## src/rtl/qsub_seq.sv

```systemverilog
// Sequential sign-magnitude subtractor c = a - b with saturation.
// One request in flight: IDLE captures operands, CALC writes c/ovf, DONE pulses complete.
module qsub_seq #(
  parameter int Q = 15,
  parameter int N = 32
) (
  input  logic         clk,
  input  logic         rst_n,
  input  logic         start,
  input  logic [N-1:0] a,
  input  logic [N-1:0] b,
  output logic [N-1:0] c,
  output logic         busy,
  output logic         complete,
  output logic         ovf,
  output logic [1:0]   dbg_state_o
);

  // Magnitude is the integer part plus the Q fractional bits.
  localparam int MAG_W = (N - 1 - Q) + Q;

  localparam logic [1:0] IDLE = 2'd0;
  localparam logic [1:0] CALC = 2'd1;
  localparam logic [1:0] DONE = 2'd2;

  logic [1:0]   state_q, state_d;
  logic [N-1:0] a_q, a_d;
  logic [N-1:0] b_q, b_d;
  logic [N-1:0] c_q, c_d;
  logic         ovf_q, ovf_d;

  logic [MAG_W-1:0] mag_a, mag_b, res_mag;
  logic [MAG_W:0]   sum;
  logic             sgn_a, sgn_b, res_sgn, res_ovf;

  // Handshake: start is a request accepted only on an edge where busy=0;
  // the result is valid in c/ovf during the single cycle complete=1, and
  // start seen while busy=1 is dropped rather than queued.
  always_comb begin
    state_d = state_q;
    a_d     = a_q;
    b_d     = b_q;
    c_d     = c_q;
    ovf_d   = ovf_q;
    case (state_q)
      IDLE: begin
        if (start) begin
          a_d     = a;
          b_d     = b;
          state_d = CALC;
        end
      end
      CALC: begin
        c_d     = {res_sgn, res_mag};
        ovf_d   = res_ovf;
        state_d = DONE;
      end
      DONE:    state_d = IDLE;
      default: state_d = IDLE;
    endcase
  end

  // Zero magnitudes get sign 0 so negative-zero inputs behave as plain zero.
  always_comb begin
    mag_a   = a_q[MAG_W-1:0];
    mag_b   = b_q[MAG_W-1:0];
    sgn_a   = a_q[N-1] & (mag_a != '0);
    sgn_b   = ~b_q[N-1] & (mag_b != '0);
    sum     = {1'b0, mag_a} + {1'b0, mag_b};
    res_ovf = 1'b0;
    res_sgn = sgn_a;
    res_mag = sum[MAG_W-1:0];
    if (sgn_a == sgn_b) begin
      if (sum[MAG_W]) begin
        res_ovf = 1'b1;
        res_mag = '1;
      end
    end else if (mag_a > mag_b) begin
      res_mag = mag_a - mag_b;
      res_sgn = sgn_a;
    end else if (mag_b > mag_a) begin
      res_mag = mag_b - mag_a;
      res_sgn = sgn_b;
    end else begin
      res_mag = '0;
    end
    if (res_mag == '0) begin
      res_sgn = 1'b0;
    end
  end

  always_ff @(posedge clk or negedge rst_n) begin
    if (!rst_n) begin
      state_q <= IDLE;
      a_q     <= '0;
      b_q     <= '0;
      c_q     <= '0;
      ovf_q   <= 1'b0;
    end else begin
      state_q <= state_d;
      a_q     <= a_d;
      b_q     <= b_d;
      c_q     <= c_d;
      ovf_q   <= ovf_d;
    end
  end

  assign c           = c_q;
  assign ovf         = ovf_q;
  assign busy        = (state_q != IDLE);
  assign complete    = (state_q == DONE);
  assign dbg_state_o = state_q;

endmodule

```

## config.mk

```make
export PLATFORM = sky130hd
export DESIGN_NAME = qsub_seq
export DESIGN_NICKNAME = d
export VERILOG_FILES = /design/src/rtl/qsub_seq.sv
export SDC_FILE = /design/constraint.sdc
export NUM_CORES = 1
export LEC_CHECK = 0
export BUFFER_PORTS_ARGS = -buffer_cell sky130_fd_sc_hd__buf_2
export CORE_MARGIN = 5
export CORE_UTILIZATION = 55
export CTS_BUF_LIST = sky130_fd_sc_hd__clkbuf_4
export CTS_CLUSTER_DIAMETER = 200
export DETAILED_ROUTE_END_ITERATION = 10
export GPL_TIMING_DRIVEN = 0
export PLACE_DENSITY = 0.75
export RECOVER_POWER = 25
export SYNTH_ARGS = -nofsm -noshare
export SYNTH_HDL_FRONTEND = slang
export SYNTH_SLANG_ARGS = --single-unit
```

## constraint.sdc

```tcl
create_clock -name clk -period 7.7 [get_ports clk]
set_input_delay 0 -clock clk [delete_from_list [all_inputs] [get_ports clk]]
set_output_delay 0 -clock clk [all_outputs]
set_load 0.005 [all_outputs]
```

**After elaboration in Yosys (flattened, before gate mapping)**

Cells that the tools add are included.

- Add/subtract/negate cells: 3
- Multiply operators: 0
- Divide/modulo/power cells: 0
- Magnitude comparators: 2
- Equality and inequality tests: 4
- Shift operators: 0
- Multiplexer cells: 12
- Bitwise gates (word level): 3
- Reduce and logical (&&, ||, !) cells: 6

Operators by type and width:

| operator | number |
|---|---|
| $mux 31 | 4 |
| $gt 31x31->1 | 2 |
| $reduce_bool 31->1 | 2 |
| $sub 31x31->31 | 2 |
| $add 31x31->32 | 1 |
| $logic_not 31->1 | 1 |
| $mux 1 | 6 |
| $pmux 2 s2 | 1 |
| $and 1x1->1 | 2 |
| $eq 2x1->1 const B | 1 |
| $eq 2x2->1 const B | 1 |
| $logic_not 2->1 | 1 |
| $mux 2 | 1 |
| $ne 2x2->1 const B | 1 |
| $reduce_and 2->1 | 1 |
| $reduce_bool 2->1 | 1 |
| $eq 1x1->1 | 1 |
| $not 1->1 | 1 |

- Flip-flop bits (word level): 99
- Bits in latches: 0
- Memory bits (writable): 0
- Memory bits (read-only): 0
- Input port bits: 67
- Output and inout bits: 37
- Word-level logic and storage cells: 35
- Memories: 0

**Longest topological paths before layout**

- Depth after elaboration: 6
- Gate-level depth with buffers: 17

**Least setup slack after synthesis**

No wires, ideal clock.

- Kind: register to register
- From: reg a_q[0]
- To: reg c_q[30], in the netlist c[30]
- Library setup time: 0.083 ns
- Arrival: 3.688 ns
- Slack: 3.929 ns
- Cell stages (with the launch flop): 15
- Buffers on the path: 0
- Clock period less this slack: 3.771 ns
- Cell sequence: dfrtp_1 ha_1 fa_1 nor2b_1 o311ai_1 a21oi_2 nor3_1 o41ai_4 a311o_2 a221oi_2 o31ai_4 a221oi_1 nor3_1 a311o_1 o21ai_0

- Word-level cells in the longest chain between the ends: 4
- Elaborated cells between the ends (all ways): 12

Ends and longest elaborated chain:

| element | line | source |
|---|---|---|
| from (decl) | 27 | `logic [N-1:0] a_q, a_d;` |
| from (signal assigned) | 95 | `a_q <= '0;` |
| from (signal assigned) | 101 | `a_q <= a_d;` |
| $sub 31x31->31, or another cell as far along | 82 | `res_mag = mag_b - mag_a;` |
| $mux 31 / $and 1x1->1 (equally long branches) | 81, 67 |  |
| $mux 31 / $eq 1x1->1 (equally long branches) | 78, 73 |  |
| $mux 31 (*) | 73 | `if (sgn_a == sgn_b) begin` |
| to (signal assigned) | 97 | `c_q <= '0;` |
| to (signal assigned) | 103 | `c_q <= c_d;` |
| to (decl) | 29 | `logic [N-1:0] c_q, c_d;` |

Mark *: on every way between the ends. The rest lies on a longest branch, timed or not.
A chain may end at the register's enable or synchronous reset.

**Worst setup path in the final report**

- From: reg a_q[16]
- To: reg c_q[31], in the netlist c[31]

- Word-level cells in the longest chain between the ends: 6
- Elaborated cells between the ends (all ways): 17

Ends and longest elaborated chain:

| element | line | source |
|---|---|---|
| $sub 31x31->31, or another cell as far along | 82 |  |
| $mux 31 / $and 1x1->1 (equally long branches) | 81, 67 |  |
| $mux 31, or another cell as far along | 78 | `end else if (mag_a > mag_b) begin` |
| $mux 31 / $mux 1 (equally long branches) | 73, 78 |  |
| $logic_not 31->1 / $mux 1 (equally long branches) | 87, 73 |  |
| $mux 1 (*) | 87 | `if (res_mag == '0) begin` |

Marks and branches as above.

==> summary.txt <==
Run status
  • Status: finished, violations left
  • Failing checks: capacitance limit, slew limit

Clock tree
  • H-Tree Depth: 3
  • CTS tree: built
  • Clk sinks: 99
  • Clk_lat worst skew: 0.52 ns
  • CTS buffer count: 9
  • Root Buffer: clkbuf_4
  • CTS clk-pin slew, worst paths: 0.20 ns
  • Postcts setup bufs: 0
  • Maximum root-to-sink buffer count: 2

Timing
  • Post-route minimum period: 5.386 ns
  • RSZ-0062 raised after global routing: no
  • Hold Violations, Final: 0
  • Period utilization: 69.95%
  • Final setup margin: 2.314 ns
  • Fin Clk Skew: 0.05053 ns
  • Final setup fails: 0
  • Max Freq: 185.7 MHz
  • Max_slew headroom: -93.22%
  • Slew Viols, Final: 102
  • Worst-Margin Slew: 2.898 ns
  • Setup TNS Final: 0 ns

Global routing
  • Grt total ovfl: 0
  • Busiest grt layer: met2
  • Largest net degree at the start of global routing: 54
  • Vias in the first global route: 10110
  • Grt met1 use: 52.52%
  • GRT Util Overall: 37.23%
  • Met2 capacity usage during global routing: 55.06%
  • Met3 Usage GRT: 10.65%
  • First-pass GRT wire length: 58.29 mm
  • Initial antenna violation count: 2

Route
  • Via count: 10890
  • Post-route antenna net violation count: 0
  • Initial DRC Count: 1396
  • Post-Route WL: 38.50 mm
  • # DRC: 0
  • Vias per cell: 6.501
  • Routed WL per cell: 22.98 microns
  • Drt first pass iters: 6

Place
  • DP HPWL: 30.15 mm
  • Count of input and output buffers: 103
  • Placed Area: 10420 sq um
  • Setup slack at placement: 2.651 ns
  • GPL Wtd Cong: 1.012

Worst setup path
  • CP Data Arrival Time: 5.76 ns
  • Critical path type: flop to flop
  • Setup crit start: a_q[16]
  • Crit start category: flop
  • Worst setup EP type: flop
  • Worst path required time: 8.07 ns
  • RR Startpoint: a_q[16]
  • CP Max Fanout: 10

Logic synthesis
  • EDFF count, synth: 0
  • Post-synthesis cell type count: 71
  • Largest area contributor in the netlist: dfrtp_1
  • #FFs+latches synth: 99
  • Seq/Total Area, Yosys: 25.81%
  • Synthesized area per cell: 7.598 sq um
  • Post-synth net total: 1431
  • Primary FF master, synth: dfrtp_1
  • Yosys Warn Count: 0
  • Top post-synthesis cells by area: dfrtp_1, ha_1, o21ai_0
  • Top cell type's share of synthesized area: 25.81%
  • Synth Instances: 1263
  • Asr flop ratio synth: 100.0%
  • Post-Syn Area: 9597 sq um

Layout
  • Syn-to-layout area delta: 16.83%
  • Design area: 11210 sq um
  • Share of layout cells above drive strength 1: 10.50%
  • Layout fillers: 1515
  • Most frequent cells in the layout: nand2_1, o21ai_0, buf_2, dfrtp_1
  • Commonest non-fill, non-tap cell in the layout: nand2_1
  • Nets@finish: 1611

Floorplanning
  • Die footprint: 20190 sq um
  • Starting Density: 55.68%
  • Rows: 48
  • Die Y: 142.1 microns
  • Die Wd: 142.1 microns
  • Core Region: 17240 sq um
  • IO Pins: 104

Worst hold path
  • Hold_sp: a[27]
  • Tightest Hold Check Type: input port to flop

Pwr
  • Gate power share: 73.8%
  • Leak Pwr: 5.020 nW
  • Maximum vdd drop: 0.2079 mV
  • Pwr dens: 404.5 nW/um^2
  • Switching share of power: 57.14%
  • P_sw: 2.591 mW
  • Clock power share: 7.4%
  • Reg power frac: 18.8%
  • Int Power: 1.944 mW

Flow run
  • Max Cap Violations: 2
## synth_stat cells (4+ instances only)
library cell	instances
o41ai_1	6
nor2b_1	14
nand2b_1	12
a21oi_1	98
a21boi_0	4
a221oi_1	13
a31oi_1	13
xnor2_1	36
nor4_1	22
o22ai_1	12
buf_1	6
nand3_1	20
ha_1	98
o31ai_1	11
nor2_1	85
o21bai_1	14
o21a_1	22
nor3_1	32
buf_2	9
o2bb2ai_1	5
nand2_1	154
inv_1	96
nand4_1	23
a2bb2oi_1	6
or3_1	8
a221o_1	4
and3_1	9
dfrtp_1	99
or2_2	10
and2_1	9
a211oi_1	6
clkbuf_1	50
xor2_1	8
o311ai_0	6
mux2_2	4
o21ai_0	143
a21o_1	17
a2111oi_0	6
o211ai_1	15
## repair_timing
action                    CTS  global route
hold buffers               65             0
hold endpoints to repair  163             0
gates resized for setup     0             0
## logic make-up after synthesis
family / count (synthesis) / share of synthesized area (%)
AO/OA/AOI/OAI: 442 / 29.70
AND/OR/NAND/NOR: 407 / 19.82
buffers and inverters: 164 / 6.571
adder cells (fa/ha/maj): 101 / 13.40
flip-flops: 99 / 25.81
XOR/XNOR: 44 / 4.016
multiplexers: 6 / 0.6779
## area by class of cell
type / count / area [sq um] / area share, %
multi-input combinational: 1000 / 6489 / 57.87
sequential: 99 / 2477 / 22.10
timing repair buffer: 169 / 1169 / 10.42
inverter: 98 / 367.9 / 3.281
tap: 225 / 281.5 / 2.511
buffer: 66 / 262.8 / 2.343
clock inverter: 6 / 90.09 / 0.8035
clock buffer: 9 / 67.56 / 0.6026
antenna: 3 / 7.507 / 0.06696
## metrics by stage
stage	hold slack, ns	std cells	power (mW)	util (%)
after floorplan	-0.2956	1263	2.946	-
after global placement	0.1991	1591	3.971	60.30
after detailed placement	0.03784	1592	4.001	60.47
after CTS	0.01797	1672	4.367	65.16
after global routing	0.2122	1674	4.762	65.03
final	0.1961	1675	4.535	65.05
## routing by layer
metal  up-vias  share of wire [%]
li1       4906                  -
met1      5133                 42
met2       752                 42
met3        96                 13
met4         2                3.2
met5         -              0.049
## final timing paths
check                               end  slack, ns  cells after the start
worst min-delay path            a_q[27]       0.20                      4
min in group asynchronous        b_q[1]       0.79                      2
worst max-delay path              c[31]       2.31                     14
worst min register to register    c[20]       0.49                      2
worst max register to register    c[31]       2.31                     14
max in group asynchronous       a_q[23]       3.16                      3
## sequential cells by signal, summed over array words and instances (netlist names)
name / count
b_q: 32
c: 32
ovf: 1
a_q: 32
dbg_state_o: 2
## worst max-delay path, cell delays in order, from the launching register on
cell,delay (ns)
dfrtp_1,0.55
inv_1,0.12
ha_1,0.38
inv_1,0.13
a2111oi_0,0.85
a2111oi_0,0.29
o21ai_0,0.49
nor3b_1,0.35
o21ai_0,0.23
buf_2,0.34
buf_1,0.36
o21ai_0,0.63
nand4_1,0.17
nor4_1,0.25
a31oi_1,0.12
## power by group through the flow
stage,sequential (mW),clock [mW],combinational [mW]
global route,0.873,0.349,3.54
detailed placement,0.858,0,3.14
global placement,0.851,0,3.12
finish,0.853,0.337,3.35
CTS,0.847,0.331,3.19
floorplan,0.810,0,2.14
(Power assumes the default switching activity.)
